<file path="src/rtl/fetch_prefetch_queue_pkg.sv">
// -----------------------------------------------------------------------------
// fetch_prefetch_queue_pkg
// Shared constants and types for the instruction prefetch queue:
//   XLEN_DEFAULT      datapath / address width
//   RESET_PC_DEFAULT  first fetch address after reset
//   NOP_INSTR         RV32I canonical NOP (addi x0,x0,0), shown when the head is empty
//   fetch_state_t     FETCH (issue/accept) / FLUSH (drain stale responses)
//   cnt_bits()        width of a counter that must hold 0..depth
// -----------------------------------------------------------------------------
package fetch_prefetch_queue_pkg;

  localparam int          XLEN_DEFAULT     = 32;
  localparam logic [31:0] RESET_PC_DEFAULT = 32'h0000_0000;
  localparam logic [31:0] NOP_INSTR        = 32'h0000_0013;

  typedef enum logic {
    ST_FETCH = 1'b0,
    ST_FLUSH = 1'b1
  } fetch_state_t;

  // Counter width able to represent every value from 0 to depth inclusive.
  function automatic int cnt_bits(input int depth);
    return $clog2(depth) + 1;
  endfunction

endpackage

</file>
<file path="src/rtl/fetch_prefetch_queue_if.sv">
// -----------------------------------------------------------------------------
// fetch_prefetch_queue_if
// Bundles the redirect input, the instruction-memory request/response port and
// the fetch-stage output port of the prefetch queue.
//   master : the prefetch queue (drives mem_req_*, instr_valid, InstrF, PCF, PCPlus4F)
//   slave  : the environment (execute-stage redirect, memory, fetch stage)
// -----------------------------------------------------------------------------
interface fetch_prefetch_queue_if
  import fetch_prefetch_queue_pkg::*;
#(
  parameter int XLEN = XLEN_DEFAULT
);

  logic            redirect;
  logic [XLEN-1:0] redirect_pc;
  logic            mem_req_valid;
  logic            mem_req_ready;
  logic [XLEN-1:0] mem_req_addr;
  logic            mem_rsp_valid;
  logic [XLEN-1:0] mem_rsp_data;
  logic            instr_valid;
  logic            instr_ready;
  logic [XLEN-1:0] InstrF;
  logic [XLEN-1:0] PCF;
  logic [XLEN-1:0] PCPlus4F;

  modport master (
    input  redirect, redirect_pc,
    output mem_req_valid, mem_req_addr,
    input  mem_req_ready,
    input  mem_rsp_valid, mem_rsp_data,
    output instr_valid, InstrF, PCF, PCPlus4F,
    input  instr_ready
  );

  modport slave (
    output redirect, redirect_pc,
    input  mem_req_valid, mem_req_addr,
    output mem_req_ready,
    output mem_rsp_valid, mem_rsp_data,
    input  instr_valid, InstrF, PCF, PCPlus4F,
    output instr_ready
  );

endinterface

</file>
<file path="src/rtl/fetch_prefetch_queue_sync_fifo.sv">
// -----------------------------------------------------------------------------
// sync_fifo
// Synchronous circular FIFO with push/pop/clear and an occupancy count.
// Read data is taken from registered storage (no write-to-read bypass).
// Ports:
//   clk, rst (sync, active-low)  clock / reset
//   clear                        empties the FIFO (beats push and pop)
//   push, wdata                  write one entry (ignored when full without a pop)
//   pop                          discard the head (ignored when empty)
//   rdata                        head entry, meaningful when count != 0
//   count                        number of valid entries, 0..DEPTH
// DEPTH must be a power of two so the pointers wrap naturally.
// -----------------------------------------------------------------------------
module sync_fifo
  import fetch_prefetch_queue_pkg::*;
#(
  parameter int DEPTH = 4,
  parameter int WIDTH = 64
) (
  input  logic                     clk,
  input  logic                     rst,
  input  logic                     clear,
  input  logic                     push,
  input  logic                     pop,
  input  logic [WIDTH-1:0]         wdata,
  output logic [WIDTH-1:0]         rdata,
  output logic [cnt_bits(DEPTH)-1:0] count
);

  localparam int             AW       = $clog2(DEPTH);
  localparam logic [AW:0]    FULL_CNT = (AW+1)'(DEPTH);

  logic [WIDTH-1:0] mem [DEPTH];
  logic [AW-1:0]    wr_ptr;
  logic [AW-1:0]    rd_ptr;
  logic [AW:0]      count_q;
  logic             do_push;
  logic             do_pop;

  // Qualify requests against the current occupancy.
  always_comb begin
    do_pop  = pop && (count_q != {(AW+1){1'b0}});
    do_push = push && ((count_q != FULL_CNT) || do_pop);
  end

  // Pointer and occupancy bookkeeping.
  always_ff @(posedge clk) begin
    if (!rst) begin
      wr_ptr  <= {AW{1'b0}};
      rd_ptr  <= {AW{1'b0}};
      count_q <= {(AW+1){1'b0}};
    end else if (clear) begin
      wr_ptr  <= {AW{1'b0}};
      rd_ptr  <= {AW{1'b0}};
      count_q <= {(AW+1){1'b0}};
    end else begin
      if (do_push) begin
        wr_ptr <= wr_ptr + {{(AW-1){1'b0}}, 1'b1};
      end
      if (do_pop) begin
        rd_ptr <= rd_ptr + {{(AW-1){1'b0}}, 1'b1};
      end
      count_q <= count_q + {{AW{1'b0}}, do_push} - {{AW{1'b0}}, do_pop};
    end
  end

  // Entry storage; contents need no reset because count gates their use.
  always_ff @(posedge clk) begin
    if (rst && !clear && do_push) begin
      mem[wr_ptr] <= wdata;
    end
  end

  assign rdata = mem[rd_ptr];
  assign count = count_q;

endmodule

</file>
<file path="src/rtl/fetch_prefetch_queue.sv">
// -----------------------------------------------------------------------------
// fetch_prefetch_queue
// Instruction prefetch queue for the fetch stage of a 5-stage RV32I core.
// Issues sequential word fetches, buffers returned words with their PCs and
// presents {InstrF, PCF, PCPlus4F} under decode back-pressure. An execute-stage
// redirect flushes the queue and discards responses still in flight.
// Ports:
//   clk            rising-edge clock
//   rst            synchronous reset, active-low
//   bus (master)   redirect/redirect_pc, mem_req_* / mem_rsp_*, instr_* / InstrF / PCF / PCPlus4F
// Parameters: DEPTH (power of 2, >=2), XLEN, RESET_PC.
// Credit rule: entries held plus requests outstanding never exceed DEPTH, so a
// response always has room in the queue.
// -----------------------------------------------------------------------------
module fetch_prefetch_queue_chk #(
  parameter int CW = 3
) (
  input logic          clk,
  input logic          rst,
  input logic          mem_rsp_valid,
  input logic [CW-1:0] outstanding,
  input logic [CW-1:0] discard
);

  // A response with nothing outstanding is a memory protocol violation.
  a_rsp_has_credit: assert property (@(posedge clk) disable iff (!rst)
    mem_rsp_valid |-> (outstanding != {CW{1'b0}}));

  // Responses to discard are always a subset of those outstanding.
  a_discard_bounded: assert property (@(posedge clk) disable iff (!rst)
    discard <= outstanding);

endmodule

module fetch_prefetch_queue
  import fetch_prefetch_queue_pkg::*;
#(
  parameter int              DEPTH    = 4,
  parameter int              XLEN     = XLEN_DEFAULT,
  parameter logic [XLEN-1:0] RESET_PC = XLEN'(RESET_PC_DEFAULT)
) (
  input logic                   clk,
  input logic                   rst,
  fetch_prefetch_queue_if.master bus
);

  localparam int              CW           = cnt_bits(DEPTH);
  localparam logic [CW:0]     CREDIT_LIMIT = (CW+1)'(DEPTH);
  localparam logic [XLEN-1:0] PC_STEP      = XLEN'(4);
  localparam logic [XLEN-1:0] ALIGN_MASK   = {{(XLEN-2){1'b1}}, 2'b00};

  fetch_state_t      state;
  logic [XLEN-1:0]   fetch_pc;
  logic [XLEN-1:0]   rsp_pc;
  logic [CW-1:0]     outstanding;
  logic [CW-1:0]     discard;

  logic [CW-1:0]     fifo_count;
  logic [2*XLEN-1:0] head;
  logic [CW:0]       in_use;
  logic              req_valid;
  logic              req_fire;
  logic              head_valid;
  logic              push;
  logic              pop;
  logic [CW-1:0]     fire_inc;
  logic [CW-1:0]     rsp_dec;
  logic [CW-1:0]     redirect_discard;
  logic [XLEN-1:0]   redirect_base;

  // Issue/credit, queue control and redirect arithmetic.
  always_comb begin
    in_use     = {1'b0, fifo_count} + {1'b0, outstanding};
    req_valid  = rst && (state == ST_FETCH) && !bus.redirect && (in_use < CREDIT_LIMIT);
    req_fire   = req_valid && bus.mem_req_ready;
    head_valid = rst && (fifo_count != {CW{1'b0}});
    // Responses land in the queue only while fetching and never in a redirect cycle.
    push       = rst && (state == ST_FETCH) && bus.mem_rsp_valid && !bus.redirect;
    pop        = head_valid && bus.instr_ready && !bus.redirect;
    fire_inc   = {{(CW-1){1'b0}}, req_fire};
    rsp_dec    = {{(CW-1){1'b0}}, bus.mem_rsp_valid};
    // A response arriving in the redirect cycle is already dropped, so it is not counted.
    redirect_discard = outstanding - rsp_dec;
    redirect_base    = bus.redirect_pc & ALIGN_MASK;
  end

  // FETCH/FLUSH state machine with its PC and credit counters.
  always_ff @(posedge clk) begin
    if (!rst) begin
      state       <= ST_FETCH;
      fetch_pc    <= RESET_PC;
      rsp_pc      <= RESET_PC;
      outstanding <= {CW{1'b0}};
      discard     <= {CW{1'b0}};
    end else if (bus.redirect) begin
      fetch_pc    <= redirect_base;
      rsp_pc      <= redirect_base;
      outstanding <= redirect_discard;
      discard     <= redirect_discard;
      state       <= (redirect_discard != {CW{1'b0}}) ? ST_FLUSH : ST_FETCH;
    end else begin
      if (req_fire) begin
        fetch_pc <= fetch_pc + PC_STEP;
      end
      outstanding <= outstanding + fire_inc - rsp_dec;
      case (state)
        ST_FETCH: begin
          if (bus.mem_rsp_valid) begin
            rsp_pc <= rsp_pc + PC_STEP;
          end
        end
        ST_FLUSH: begin
          discard <= discard - rsp_dec;
          // Leave one cycle after the last stale response has been counted out.
          if (discard == {CW{1'b0}}) begin
            state <= ST_FETCH;
          end
        end
        default: begin
          state <= ST_FETCH;
        end
      endcase
    end
  end

  sync_fifo #(
    .DEPTH (DEPTH),
    .WIDTH (2*XLEN)
  ) u_fifo (
    .clk   (clk),
    .rst   (rst),
    .clear (bus.redirect),
    .push  (push),
    .pop   (pop),
    .wdata ({bus.mem_rsp_data, rsp_pc}),
    .rdata (head),
    .count (fifo_count)
  );

  fetch_prefetch_queue_chk #(
    .CW (CW)
  ) u_chk (
    .clk           (clk),
    .rst           (rst),
    .mem_rsp_valid (bus.mem_rsp_valid),
    .outstanding   (outstanding),
    .discard       (discard)
  );

  assign bus.mem_req_valid = req_valid;
  assign bus.mem_req_addr  = fetch_pc;
  assign bus.instr_valid   = head_valid;
  // An empty head shows a NOP so a careless consumer injects a harmless bubble.
  assign bus.InstrF        = head_valid ? head[2*XLEN-1:XLEN] : XLEN'(NOP_INSTR);
  assign bus.PCF           = head[XLEN-1:0];
  assign bus.PCPlus4F      = head[XLEN-1:0] + PC_STEP;

endmodule

</file>
<file path="src/flat_wrapper.sv">
// flat-port wrapper written by rule: the top's interface ports become plain ports
module fetch_prefetch_queue_flat import fetch_prefetch_queue_pkg::*;
#(
  parameter int              DEPTH    = 4,
  parameter int              XLEN     = XLEN_DEFAULT,
  parameter logic [XLEN-1:0] RESET_PC = XLEN'(RESET_PC_DEFAULT)
)
  (clk, rst, bus_redirect, bus_redirect_pc, bus_mem_req_valid, bus_mem_req_addr, bus_mem_req_ready, bus_mem_rsp_valid, bus_mem_rsp_data, bus_instr_valid, bus_InstrF, bus_PCF, bus_PCPlus4F, bus_instr_ready);
  fetch_prefetch_queue_if #(.XLEN(XLEN)) bus_i ();
  input logic clk;
  input logic rst;
  input wire logic [$bits(bus_i.redirect)-1:0] bus_redirect;
  input wire logic [$bits(bus_i.redirect_pc)-1:0] bus_redirect_pc;
  output wire logic [$bits(bus_i.mem_req_valid)-1:0] bus_mem_req_valid;
  output wire logic [$bits(bus_i.mem_req_addr)-1:0] bus_mem_req_addr;
  input wire logic [$bits(bus_i.mem_req_ready)-1:0] bus_mem_req_ready;
  input wire logic [$bits(bus_i.mem_rsp_valid)-1:0] bus_mem_rsp_valid;
  input wire logic [$bits(bus_i.mem_rsp_data)-1:0] bus_mem_rsp_data;
  output wire logic [$bits(bus_i.instr_valid)-1:0] bus_instr_valid;
  output wire logic [$bits(bus_i.InstrF)-1:0] bus_InstrF;
  output wire logic [$bits(bus_i.PCF)-1:0] bus_PCF;
  output wire logic [$bits(bus_i.PCPlus4F)-1:0] bus_PCPlus4F;
  input wire logic [$bits(bus_i.instr_ready)-1:0] bus_instr_ready;
  assign bus_i.redirect = bus_redirect;
  assign bus_i.redirect_pc = bus_redirect_pc;
  assign bus_mem_req_valid = bus_i.mem_req_valid;
  assign bus_mem_req_addr = bus_i.mem_req_addr;
  assign bus_i.mem_req_ready = bus_mem_req_ready;
  assign bus_i.mem_rsp_valid = bus_mem_rsp_valid;
  assign bus_i.mem_rsp_data = bus_mem_rsp_data;
  assign bus_instr_valid = bus_i.instr_valid;
  assign bus_InstrF = bus_i.InstrF;
  assign bus_PCF = bus_i.PCF;
  assign bus_PCPlus4F = bus_i.PCPlus4F;
  assign bus_i.instr_ready = bus_instr_ready;
  fetch_prefetch_queue #(.DEPTH(DEPTH), .XLEN(XLEN), .RESET_PC(RESET_PC)) u_core (.clk(clk), .rst(rst), .bus(bus_i));
endmodule
</file>
<file path="config.mk">
export PLATFORM = sky130hd
export DESIGN_NAME = fetch_prefetch_queue_flat
export DESIGN_NICKNAME = d
export VERILOG_FILES = /design/src/rtl/fetch_prefetch_queue_pkg.sv /design/src/rtl/fetch_prefetch_queue_if.sv /design/src/rtl/fetch_prefetch_queue_sync_fifo.sv /design/src/rtl/fetch_prefetch_queue.sv /design/src/flat_wrapper.sv
export SDC_FILE = /design/constraint.sdc
export NUM_CORES = 1
export LEC_CHECK = 0
export CORE_ASPECT_RATIO = 1.4
export CORE_MARGIN = 4
export CORE_UTILIZATION = 59
export DETAILED_ROUTE_END_ITERATION = 10
export GPL_ROUTABILITY_DRIVEN = 0
export HOLD_SLACK_MARGIN = 0.12
export PLACE_DENSITY = 0.88
export SYNTH_ARGS = -nofsm -noshare
export SYNTH_HDL_FRONTEND = slang
export SYNTH_SLANG_ARGS = --single-unit
</file>
<file path="constraint.sdc">
create_clock -name clk -period 7.3 [get_ports clk]
set_input_delay 0.73 -clock clk [delete_from_list [all_inputs] [get_ports clk]]
set_output_delay 0.73 -clock clk [all_outputs]
set_load 0.01 [all_outputs]
</file>
==> results.cfg <==
[clocking]
clockRootBuffer = clkbuf_16
cts-buffers-inserted = 27
cts_htree_levels = 1
post-cts-setup-buffers = 0
tritoncts = built
clk_path_buf_depth = 3
cts_hold_buffers = 0
cts.sinks = 324
clk_pin_slew_worst_paths_ns = 0.06
insertion_delay_ns = 0.55
post_cts_resized = 0

[layout]
nNetsFinal = 1212
seq_area_um2 = 8970
diodes = 0
finalInstanceArea_um2 = 16900
final_cells = 1450
fillerInstances = 1491
multi_input_area_um2 = 4620
syn_to_final_growth_pct = 21.4
drive_gt1_share_pct = 11.0

[job]
drv_cap = 0

[sta]
period_share_pct = 61.0
slew_violations = 0
layout_min_cycle_time_ns = 4.45
finalSetupTns_ns = 0
grt_setup_unrepaired = false
tightest_slew_ns = 0.933
maxSlewHeadroom_pct = 37.8
skew_ns = 0.0287
finalHoldViolCount = 0
max_clock_freq_mhz = 225
setup_violations = 0

[synth]
yosysUniqueCellTypes = 57
synth_common_cells = edfxtp_1, dfxtp_1, mux4_2
netlist.area_leader.share_pct = 53.4
synthCells = 940
synth-edff-count = 248
synth_top_family_by_area = simple AND/OR/NAND/NOR gates
syn_area_um2 = 13900
muxShareOfSynthArea_pct = 10.3
yosys.area.top_type = edfxtp_1
synthSimpleGateAreaFrac_pct = 10.6
synth.area.top_cells = edfxtp_1, dfxtp_1, mux4_2
syn_avg_cell_area_um2 = 14.8
yosys.area_share.xor_xnor_pct = 4.84
ys_ff_latch = 324
yosysMostFrequentCell = edfxtp_1
synth-compound-area-share_pct = 5.28
synth_adder_area_share_pct = 1.81
ys_seq_area_share_pct = 64.3
ys_async_sr_fraction_pct = 0
synth_warnings = 0
ys.flop_type = edfxtp_1

[floorplan]
rows = 66
initial_core_util_pct = 59.9
die_x_um = 138
coreArea_um2 = 23300
dieArea_um2 = 26200
die_h_um = 190
design.portCount = 200

[power]
p_leak_nw = 5.61
powerDensity_nw_per_um2 = 222
irDropWorstVdd_uv = 253

[routing]
drt-pass1-iter-count = 5
remaining_drc_errors = 0
avgRoutedWirePerCell_um = 21.1
vias_per_cell = 6.09
wl_mm = 30.6
drtIter0Drc = 637
num_vias = 8834
antenna_left = 0

[global_route]
grt_pass1_wl_mm = 48.2
grt_max_degree = 68
antenna_found_initial = 0
first_global_vias = 8808
grt-ovfl-total = 0
grt.total_usage_pct = 23.6

[setup_path]
path_cells = buf_4, mux4_2, ha_1, nand3_1, nor3_4, nand4_1, xnor2_1, clkdlybuf4s50_1
startpoint_type = register
cp-end-kind = output pin
critical-path-max-stage-delay_ns = 0.66
critPathRequiredTime_ns = 6.57
arrival_ns = 3.72
slowest_stage = buf_4
critPathMaxFanout = 62
crit_type = reg2out

[placement]
place_area_um2 = 16100
dp_cells = 1400
dpl.hpwl_mm = 19.8
portBuffers = 191

[run_status]
status = complete, no violations

[hold_path]
hold_path_class = reg2reg
[sequential cells by signal, indices dropped and copies added (netlist names), named ones only]
signal	cells
u_core.state	1
u_core.rsp_pc	30
u_core.u_fifo.wr_ptr	2
u_core.u_fifo.count	3
u_core.u_fifo.rd_ptr	2
u_core.discard	3
u_core.bus.mem_req_addr	30
u_core.outstanding	3
u_core.u_fifo.mem	248
[area by class of cell]
cell class | count | share of cell area (%)
Clock buffer | 30 | 4.06
Clock inverter | 20 | 1.10
Inverter | 27 | 0.599
Multi-Input combinational cell | 542 | 27.3
Sequential cell | 324 | 53.0
Tap cell | 306 | 2.26
Timing Repair Buffer | 201 | 11.7
[power by group]
| part | internal [mW] | total (mW) | leakage [nW] | switching (mW) |
|---|---|---|---|---|
| Combinational | 0.134 | 0.266 | 2.30 | 0.132 |
| Clock | 0.788 | 1.42 | 0.425 | 0.633 |
| Sequential | 2.03 | 2.08 | 2.88 | 0.0511 |
[worst paths after layout]
check                           cells after the start                                 end  slack [ns]                            startpoint
worst max-delay path                                8                    bus_PCPlus4F[30]        2.85                              register
worst min-delay path                                2                            register        0.53  u_core.u_fifo.rd_ptr[1]$_SDFFE_PP0P_
worst min register to register                      2                            register        0.53  u_core.u_fifo.rd_ptr[1]$_SDFFE_PP0P_
worst max register to register                      5  u_core.u_fifo.mem[2][45]$_DFFE_PP_        3.91               u_core.state$_SDFF_PN0_
[routing by layer]
layer,global-route usage (%),vias to the layer above,share of wire [%]
met5,0,-,0
met4,6.69,0,2.9
met3,3.12,63,6.4
met2,40.0,402,51
met1,32.3,4358,40
li1,-,4011,-
[per-stage QoR]
| stage | hold WS (ns) | util (%) | total power [mW] | setup WS [ns] |
|---|---|---|---|---|
| after detailed placement | 0.516 | 68.9 | 2.38 | 3.00 |
| after global routing | 0.555 | 72.7 | 3.89 | 2.57 |
| final | 0.534 | 72.7 | 3.77 | 2.85 |
| after global placement | 0.500 | 68.9 | 2.37 | 3.07 |
| after floorplan | 0.480 | - | 2.24 | 3.96 |
| after CTS | 0.530 | 72.7 | 3.78 | 2.78 |
[logic make-up after synthesis]
group	count (synthesis)
flops	324
simple gates	250
compound gates	126
buf+inv	79
xor+xnor	77
mux	64
fa+ha+maj	19
other cells	1
[critical path: cells and delay by family (launching register included)]
| kind | cells | cell delay, ns |
|---|---|---|
| xor gates and xnor gates | 1 | 0.15 |
| adders and majority gates | 1 | 0.27 |
| buffers and inverters | 2 | 1.21 |
| DFF | 1 | 0.31 |
| muxes | 1 | 0.45 |
| and+or+nand+nor | 3 | 0.75 |
[cell usage in the layout, fill, tap and decap left out, drive strengths merged, types with 8 or more instances in the layout]
cell type,instances
edfxtp,248
clkdlybuf4s50,190
dfxtp,76
mux4,62
a21oi,51
xnor2,44
and3,42
nand3,40
nand2,38
o21ai,36
xor2,33
nor2,31
nand4,31
clkbuf,30
inv,27
nor3,18
ha,17
clkinv,15
and4,14
buf,11
and2,10
nor4,9
a31oi,8
No activity file was read; power rests on OpenSTA's default activity.
